--- src/rtl/mxint8_block_seq.sv ---
// mxint8_block_seq: sequencer in front of the combinational MXINT8 block-sum datapath.
// Assembles one MX block (shared scale + BLOCK_SIZE elements) from LANES-wide beats,
// holds it on the datapath operands for one SUM cycle, registers the FP32 result and
// presents it on a valid/ready output channel.
// Optional feature macro: MXINT8_SEQ_BLK_CNT_EN adds o_blk_count, a 16-bit wrapping
// count of output handshakes.
module mxint8_block_seq #(
    parameter int unsigned BLOCK_SIZE = 32,
    parameter int unsigned LANES      = 4,
    parameter int unsigned ELEM_W     = 8,
    parameter int unsigned SCALE_W    = 8
) (
    input  logic                         i_clk,
    input  logic                         i_rst_n,
    input  logic                         i_in_valid,
    output logic                         o_in_ready,
    input  logic                         i_in_first,
    input  logic [SCALE_W-1:0]           i_in_scale,
    input  logic [LANES*ELEM_W-1:0]      i_in_data,
    output logic [SCALE_W-1:0]           o_dp_scale,
    output logic [BLOCK_SIZE*ELEM_W-1:0] o_dp_elements,
    input  logic [31:0]                  i_dp_float32,
    input  logic                         i_dp_overflow,
    input  logic                         i_dp_is_unused,
    output logic                         o_out_valid,
    input  logic                         i_out_ready,
    output logic [31:0]                  o_out_float32,
    output logic                         o_out_overflow,
    output logic                         o_out_is_unused,
    output logic                         o_err_framing
`ifdef MXINT8_SEQ_BLK_CNT_EN
    ,
    output logic [15:0]                  o_blk_count
`endif
);

    localparam int unsigned BEATS  = BLOCK_SIZE / LANES;
    localparam int unsigned BEAT_W = LANES * ELEM_W;
    localparam int unsigned CNT_W  = $clog2(BEATS) + 1;

    typedef enum logic [1:0] {
        ST_IDLE = 2'd0,
        ST_LOAD = 2'd1,
        ST_SUM  = 2'd2,
        ST_HOLD = 2'd3
    } state_t;

    state_t           state;
    state_t           state_nxt;
    logic [CNT_W-1:0] beat_cnt;

    logic accept_c;
    logic last_beat_c;
    logic wr_first_c;
    logic wr_next_c;
    logic err_c;
    logic capture_c;
    logic in_ready_nxt;
    logic out_valid_nxt;

    assign accept_c    = i_in_valid & o_in_ready;
    assign last_beat_c = (beat_cnt == CNT_W'(BEATS - 1));

    // State register
    always_ff @(posedge i_clk or negedge i_rst_n) begin
        if (!i_rst_n) begin
            state <= ST_IDLE;
        end else begin
            state <= state_nxt;
        end
    end

    // Next-state logic; a first-flagged beat always restarts collection
    always_comb begin
        state_nxt = state;
        case (state)
            ST_IDLE: begin
                if (accept_c && i_in_first) begin
                    state_nxt = (BEATS == 1) ? ST_SUM : ST_LOAD;
                end
            end
            ST_LOAD: begin
                if (accept_c) begin
                    if (i_in_first) begin
                        state_nxt = (BEATS == 1) ? ST_SUM : ST_LOAD;
                    end else if (last_beat_c) begin
                        state_nxt = ST_SUM;
                    end
                end
            end
            ST_SUM:  state_nxt = ST_HOLD;
            ST_HOLD: begin
                if (i_out_ready) begin
                    state_nxt = ST_IDLE;
                end
            end
            default: state_nxt = ST_IDLE;
        endcase
    end

    // Output/strobe decode; registered outputs get their next values here
    always_comb begin
        wr_first_c    = 1'b0;
        wr_next_c     = 1'b0;
        err_c         = 1'b0;
        capture_c     = 1'b0;
        out_valid_nxt = 1'b0;
        in_ready_nxt  = (state_nxt == ST_IDLE) || (state_nxt == ST_LOAD);
        case (state)
            ST_IDLE: begin
                if (accept_c) begin
                    wr_first_c = i_in_first;
                    err_c      = ~i_in_first;
                end
            end
            ST_LOAD: begin
                if (accept_c) begin
                    wr_first_c = i_in_first;
                    wr_next_c  = ~i_in_first;
                    err_c      = i_in_first;
                end
            end
            ST_SUM: begin
                capture_c     = 1'b1;
                out_valid_nxt = 1'b1;
            end
            ST_HOLD: begin
                out_valid_nxt = ~i_out_ready;
            end
            default: ;
        endcase
    end

    // Handshake and error flags
    always_ff @(posedge i_clk or negedge i_rst_n) begin
        if (!i_rst_n) begin
            o_in_ready    <= 1'b0;
            o_out_valid   <= 1'b0;
            o_err_framing <= 1'b0;
        end else begin
            o_in_ready    <= in_ready_nxt;
            o_out_valid   <= out_valid_nxt;
            o_err_framing <= err_c;
        end
    end

    // Operand buffer: scale plus element slots, written only by accepted beats
    always_ff @(posedge i_clk or negedge i_rst_n) begin
        if (!i_rst_n) begin
            o_dp_scale    <= '0;
            o_dp_elements <= '0;
            beat_cnt      <= '0;
        end else begin
            if (wr_first_c) begin
                o_dp_scale                 <= i_in_scale;
                o_dp_elements[BEAT_W-1:0]  <= i_in_data;
                beat_cnt                   <= CNT_W'((BEATS == 1) ? 0 : 1);
            end else if (wr_next_c) begin
                for (int unsigned b = 0; b < BEATS; b++) begin
                    if (beat_cnt == CNT_W'(b)) begin
                        o_dp_elements[b*BEAT_W +: BEAT_W] <= i_in_data;
                    end
                end
                beat_cnt <= last_beat_c ? '0 : beat_cnt + CNT_W'(1);
            end
        end
    end

    // Result capture at the end of the SUM cycle
    always_ff @(posedge i_clk or negedge i_rst_n) begin
        if (!i_rst_n) begin
            o_out_float32   <= '0;
            o_out_overflow  <= 1'b0;
            o_out_is_unused <= 1'b0;
        end else if (capture_c) begin
            o_out_float32   <= i_dp_float32;
            o_out_overflow  <= i_dp_overflow;
            o_out_is_unused <= i_dp_is_unused;
        end
    end

`ifdef MXINT8_SEQ_BLK_CNT_EN
    // Delivered-block counter, wraps naturally at 16 bits
    always_ff @(posedge i_clk or negedge i_rst_n) begin
        if (!i_rst_n) begin
            o_blk_count <= '0;
        end else if (o_out_valid && i_out_ready) begin
            o_blk_count <= o_blk_count + 16'd1;
        end
    end
`endif

endmodule

--- config.mk ---
export PLATFORM = sky130hd
export DESIGN_NAME = mxint8_block_seq
export DESIGN_NICKNAME = d
export VERILOG_FILES = /design/src/rtl/mxint8_block_seq.sv
export SDC_FILE = /design/constraint.sdc
export NUM_CORES = 1
export LEC_CHECK = 0
export ABC_CLOCK_PERIOD_IN_PS = 2700
export CAP_MARGIN = 20
export CORE_MARGIN = 2
export CORE_UTILIZATION = 42
export CTS_CLUSTER_DIAMETER = 50
export DETAILED_ROUTE_END_ITERATION = 6
export PLACE_DENSITY = 0.74
export SLEW_MARGIN = 20
export SYNTH_ARGS = -nofsm -noshare
export SYNTH_HDL_FRONTEND = slang
export SYNTH_SLANG_ARGS = --single-unit
--- constraint.sdc ---
create_clock -name i_clk -period 2.7 [get_ports i_clk]
set_input_delay 0.54 -clock i_clk [delete_from_list [all_inputs] [get_ports i_clk]]
set_output_delay 0.54 -clock i_clk [all_outputs]
set_load 0.03 [all_outputs]
==> Word-level counts from Yosys, hierarchy flattened <==
Index checks and enable logic that the tools add are counted.
{ "op_classes": {"bitwise_logic": 4, "reduce_logical": 16, "eq_ne": 11, "muxes": 19, "add_sub_neg": 1} }
{ "ops": {"columns": ["op", "n"], "rows": [
  ["$mux W32", 3],
  ["$reduce_and A3 Y1", 7],
  ["$eq A4 B3 Y1 const B", 4],
  ["$mux W4", 3],
  ["$mux W2", 5],
  ["$eq A4 B2 Y1 const B", 2],
  ["$pmux W2 S4", 1],
  ["$mux W1", 5],
  ["$add A4 B1 Y4 const B", 1],
  ["$eq A2 B1 Y1 const B", 2],
  ["$eq A2 B2 Y1 const B", 2],
  ["$eq A4 B1 Y1 const B", 1],
  ["$logic_not A2 Y1", 2],
  ["$logic_not A4 Y1", 1],
  ["$pmux W1 S2", 2],
  ["$reduce_bool A2 Y1", 2],
  ["$not A1 Y1", 3],
  ["$reduce_and A2 Y1", 1],
  ["$reduce_or A2 Y1", 1],
  ["$and A1 B1 Y1", 1],
  ["$logic_and A1 B1 Y1", 1],
  ["$logic_or A1 B1 Y1", 1]
]} }
{ "totals": {"wordCells": 68, "input_bits": 79, "ff_bits": 307, "output_inout_bits": 301} }

==> Depth between registers and ports, before layout <==
{ "logic_depth": {"word_depth": 7, "ltp_mapped": 6, "mapped_depth_nobuf": 5} }

==> Least setup slack after synthesis <==
OpenSTA, ideal clock, no wires.
{ "synth_timing": {"path_kind": "reg2reg", "start": "register o_in_ready", "end": "register o_dp_elements[203]", "n_path_buf": 2, "setup_slack_ps": 648, "path_stages_with_launch": 6, "synth_period_minus_slack_ps": 2052, "setup_time_ps": 125, "arrival_time_ps": 1928, "path_cell_list": "dfrtp_1 > clkbuf_1 > nand4b_1 > nor3_2 > buf_2 > mux2_2"} }
{ "synth_between": {"elab_chain_len": 5, "word_cells_on_any_way": 7, "cone_classes": "mux: 4; bitwise: 2; reduce/logical: 1"} }
{ "synth_rtl": {"columns": ["element", "line", "source"], "rows": [
  ["from (decl)", "16", "output logic o_in_ready,"],
  ["from (signal assigned)", "141", "o_in_ready <= in_ready_nxt;"],
  ["$and A1 B1 Y1 *", "61", "assign accept_c = i_in_valid & o_in_ready;"],
  ["$mux W1", "111, 117", null],
  ["$mux W1", null, null],
  ["$not A1 Y1 (no source line)", null, null],
  ["$reduce_and A3 Y1 (no source line) *", null, null],
  ["to (signal, indexed assignment)", "156", "o_dp_elements[BEAT_W-1:0] <= i_in_data;"],
  ["to (signal, indexed assignment)", "161", "o_dp_elements[b*BEAT_W +: BEAT_W] <= i_in_data;"],
  ["to (decl)", "21", "output logic [BLOCK_SIZE*ELEM_W-1:0] o_dp_elements,"]
]} }
Every way passes the cells marked *; elsewhere a longest branch is shown, timed or not.
A chain may end at the register's enable or synchronous reset.

==> Worst setup path after layout <==
{ "layout_timing": {"start": "register o_in_ready", "end": "output port o_in_ready"} }
No word-level cell between the ends.

==> impl_summary.log <==
INFO  metric first_global_vias = 7,681
INFO  metric number_of_antenna_violations_at_the_first_check_in_global_routing = 0
INFO  metric ctsHoldBuffers = 0
INFO  metric synth.area.top_cells = sky130_fd_sc_hd__dfrtp_1, sky130_fd_sc_hd__mux2_2, sky130_fd_sc_hd__mux2_1
INFO  metric route.detailed.drc = 0
INFO  metric arrival = about 1.8 ns
INFO  metric antenna_violating_nets_post_route = 0
INFO  metric cts_buffer_depth = 3
INFO  metric timing.critical_path.buf_inv = 1
INFO  metric cellPowerDensity = 1279 nW/um^2
INFO  metric cp.required = roughly 2.2 ns
INFO  metric netlist.top_cell.by_area = sky130_fd_sc_hd__dfrtp_1
INFO  metric floorplan.die.height = between 150 and 200 microns
INFO  metric worstSetupStartpointType = flip-flop
INFO  metric cts_tree = yes
INFO  metric numClockSinks = about 310
INFO  metric fin_worst_hold_slack = -0.03210 ns
INFO  metric min-delay-path-class = primary input to async pin
INFO  metric row_count = 61
INFO  metric htree_levels = 2
INFO  metric run_status = complete, but fails checks
INFO  metric setup_viol_count_final = 0
INFO  metric area.growth.synth_to_final = 47.97%
INFO  metric finalNetCount = 1,185
INFO  metric totalWireLength = 30,830 microns
INFO  metric initial_core_util = 42.42%
INFO  metric timing.setup.critical_path_class = flip-flop to output port
INFO  metric synth.top_cell.area_share = 65.54%
INFO  metric netlist_area = 11,720 sq um
INFO  metric die_x = 171.1 microns
INFO  metric clock_latency_on_the_worst_skew_pair = ~0.5 ns
INFO  metric drv_slew = 0
INFO  metric synth_fp_nets = 776
INFO  metric drt-wirelength-per-cell = about 20 microns
INFO  metric grt_first_pass_wirelength = 46,400 microns
INFO  metric final_hold_viol_count = 14
INFO  metric gp_congestion = 0.7913
INFO  metric grt_overflow_total = 0
INFO  metric crit_path_top_delay_cell = sky130_fd_sc_hd__clkdlybuf4s50_1
INFO  metric totalNegativeSetupSlack = 0 ns
INFO  metric tightestPinTransition = 0.5908 ns
INFO  metric setup.worst_path.end_class = output port
INFO  metric timing.critical_path.fanout_max = 9
INFO  metric clock_slew_seen_by_the_registers_of_the_worst_setup_and_hold_paths = roughly 0.06 ns
INFO  metric detailed_place_hpwl = 21,130 microns
INFO  metric yosys_register_bits = between 300 and 400
INFO  metric post-layout-total-power = about 22,000 uW
INFO  metric post_dp_cell_area = 16,180 sq um
INFO  metric fin_crit_sh = between 80% and 90%
INFO  metric die-area = ~29,000 sq um
INFO  metric async_set_or_reset_register_ratio_after_synthesis = 100.0%
INFO  metric ys_seq_area_share = 65.54%
INFO  metric synth_top_flop_cell = sky130_fd_sc_hd__dfrtp_1
INFO  metric violations = hold timing
INFO  metric gr-usage-all-layers = a little over a fifth
INFO  metric ctsRootBufferMaster = sky130_fd_sc_hd__clkbuf_16
INFO  metric worst_path_largest_cell_delay = 0.79 ns
INFO  metric path_cells = clkdlybuf4s50_1
INFO  metric finalWorstPathRequiredPeriod = 2.323 ns
INFO  metric vias_per_cell = just under 5
INFO  metric first_iter_violations = 296
INFO  metric netlist-cell-type-count = 37
INFO  metric grt_setup_unrepaired = false
INFO  metric synth.yosys.warnings = 0
INFO  metric syn-instance-count = 693
INFO  metric finalClockSkew = ~0.013 ns
INFO  metric synth-edff-count = 0
INFO  metric detailed_router_iteration_count_before_antenna_repair = 4
INFO  metric port_buffers = 379
INFO  metric drv.max_cap_violation_count = 0
INFO  metric top_cell_family_by_delay_on_the_critical_path = buffers and inverters
INFO  metric final_common_cell = sky130_fd_sc_hd__clkdlybuf4s50_1
INFO  metric maximum_clock_frequency = 430.5 MHz
INFO  metric layout_common_cells = sky130_fd_sc_hd__clkdlybuf4s50_1, sky130_fd_sc_hd__dfrtp_1, sky130_fd_sc_hd__mux2_2
INFO  metric cts_inserted_buffers = 35
INFO  metric cts_setup_buffers = 0
INFO  metric cts-resized-gates = 0
INFO  metric pin_count_of_the_biggest_net_entering_global_routing = 71
INFO  metric syn-mean-instance-area = 16.91 sq um
INFO  metric vdd.ir_drop.worst = 0.7261 mV
INFO  metric timing.slew.headroom = 60.61%
INFO  metric filler_cell_count = 2,148
INFO  metric final_layout_size_suffix_gt1_share = 31.47%
INFO  metric post-route-cell-area = 17,340 sq um
INFO  metric detailroute.via_count = 7,460
INFO  metric placeable_core_region = 27,630 sq um
INFO  metric leakagePower = approximately 0.008 uW
INFO  metric design.portCount = between 300 and 400
-- sequential cells by signal (all words and copies together), names as in the netlist --
name,count
o_in_ready,1
beat_cnt,4
o_out_is_unused,1
state,2
o_out_overflow,1
o_out_valid,1
o_err_framing,1
o_out_float32,32
o_dp_scale,8
o_dp_elements,256
-- kinds of logic (layout without fill, tap and decap cells) --
family	Yosys count	count (layout)	share of synthesized area [%]
DFF	307	307	65.54
muxes	299	299	29.68
buffers and inverters	40	472	1.793
and+or+nand+nor	31	31	1.825
AOI/OAI and AO/OA	11	11	0.6620
adders and majority gates	4	4	0.4270
xor gates and xnor gates	1	1	0.07474
other	0	1	0
-- worst reg2reg max path, cell delays in order, from the launching register on --
cell	delay (ns)
sky130_fd_sc_hd__dfrtp_1	0.42
sky130_fd_sc_hd__inv_1	0.13
sky130_fd_sc_hd__ha_1	0.18
sky130_fd_sc_hd__or3b_2	0.48
sky130_fd_sc_hd__nor3_4	0.17
sky130_fd_sc_hd__buf_4	0.30
sky130_fd_sc_hd__mux2_2	0.37
-- cells in the mapped netlist (3+ instances only) --
| master | number |
|---|---|
| sky130_fd_sc_hd__dfrtp_1 | 307 |
| sky130_fd_sc_hd__mux2_2 | 228 |
| sky130_fd_sc_hd__mux2_1 | 40 |
| sky130_fd_sc_hd__mux2_4 | 30 |
| sky130_fd_sc_hd__buf_2 | 21 |
| sky130_fd_sc_hd__clkbuf_1 | 7 |
| sky130_fd_sc_hd__nand2_1 | 6 |
| sky130_fd_sc_hd__nand4b_1 | 5 |
| sky130_fd_sc_hd__ha_1 | 4 |
| sky130_fd_sc_hd__o21ai_0 | 4 |
| sky130_fd_sc_hd__buf_1 | 3 |
| sky130_fd_sc_hd__buf_4 | 3 |
| sky130_fd_sc_hd__buf_6 | 3 |
| sky130_fd_sc_hd__inv_1 | 3 |
| sky130_fd_sc_hd__nor2_1 | 3 |
-- where the power goes --
group	switching (uW)	leakage, uW	internal (uW)	total, uW
registers	959	0.00394	6370	7330
logic	5480	0.00331	4610	10100
clock network	1800	0.000575	2960	4760
-- cell type report --
| class | count | area [sq um] | share of cell area [%] |
|---|---|---|---|
| Sequential cell | 307 | 7682 | 44.29 |
| Timing Repair Buffer | 409 | 4136 | 23.85 |
| Multi-Input combinational cell | 346 | 3874 | 22.33 |
| Clock buffer | 49 | 998.5 | 5.757 |
| Tap cell | 378 | 473.0 | 2.727 |
| Clock inverter | 11 | 166.4 | 0.9595 |
| Inverter | 3 | 11.26 | 0.06493 |
| Antenna cell | 1 | 2.502 | 0.01443 |
-- stage by stage --
step                      setup WS, ns  utilization, %  instances
final                           0.3770           62.78       1504
after global routing            0.3094           62.77       1503
after CTS                       0.3744           62.77       1503
after detailed placement        0.3067           58.55       1443
after global placement          0.3554           58.55       1443
after floorplan                 0.6476               -        693
-- per-layer routing --
layer / up-vias / GRT usage [%] / wire length [microns]
li1: 3279 / - / -
met1: 3852 / 26.80 / 12680
met2: 280 / 33.70 / 14820
met3: 49 / 6.708 / 2567
met4: 0 / 6.301 / 761
met5: - / 0 / 0
-- final timing paths --
| kind | start | to | slack, ns | cells after the start |
|---|---|---|---|---|
| setup / recovery | o_in_ready$_DFF_PN0_ | o_in_ready | 0.38 | 1 |
| hold / removal | i_rst_n | o_dp_elements[6]$_DFFE_PN0P_ | -0.03 | 1 |
| setup reg to reg | beat_cnt[0]$_DFFE_PN0P_ | o_dp_elements[68]$_DFFE_PN0P_ | 0.52 | 6 |
| hold reg to reg | o_dp_elements[71]$_DFFE_PN0P_ | o_dp_elements[71]$_DFFE_PN0P_ | 0.48 | 1 |
| max in group asynchronous | i_rst_n | o_dp_elements[82]$_DFFE_PN0P_ | 1.90 | 2 |
| min in group i_clk | o_dp_elements[71]$_DFFE_PN0P_ | o_dp_elements[71]$_DFFE_PN0P_ | 0.48 | 1 |
(Power assumes the default switching activity.)
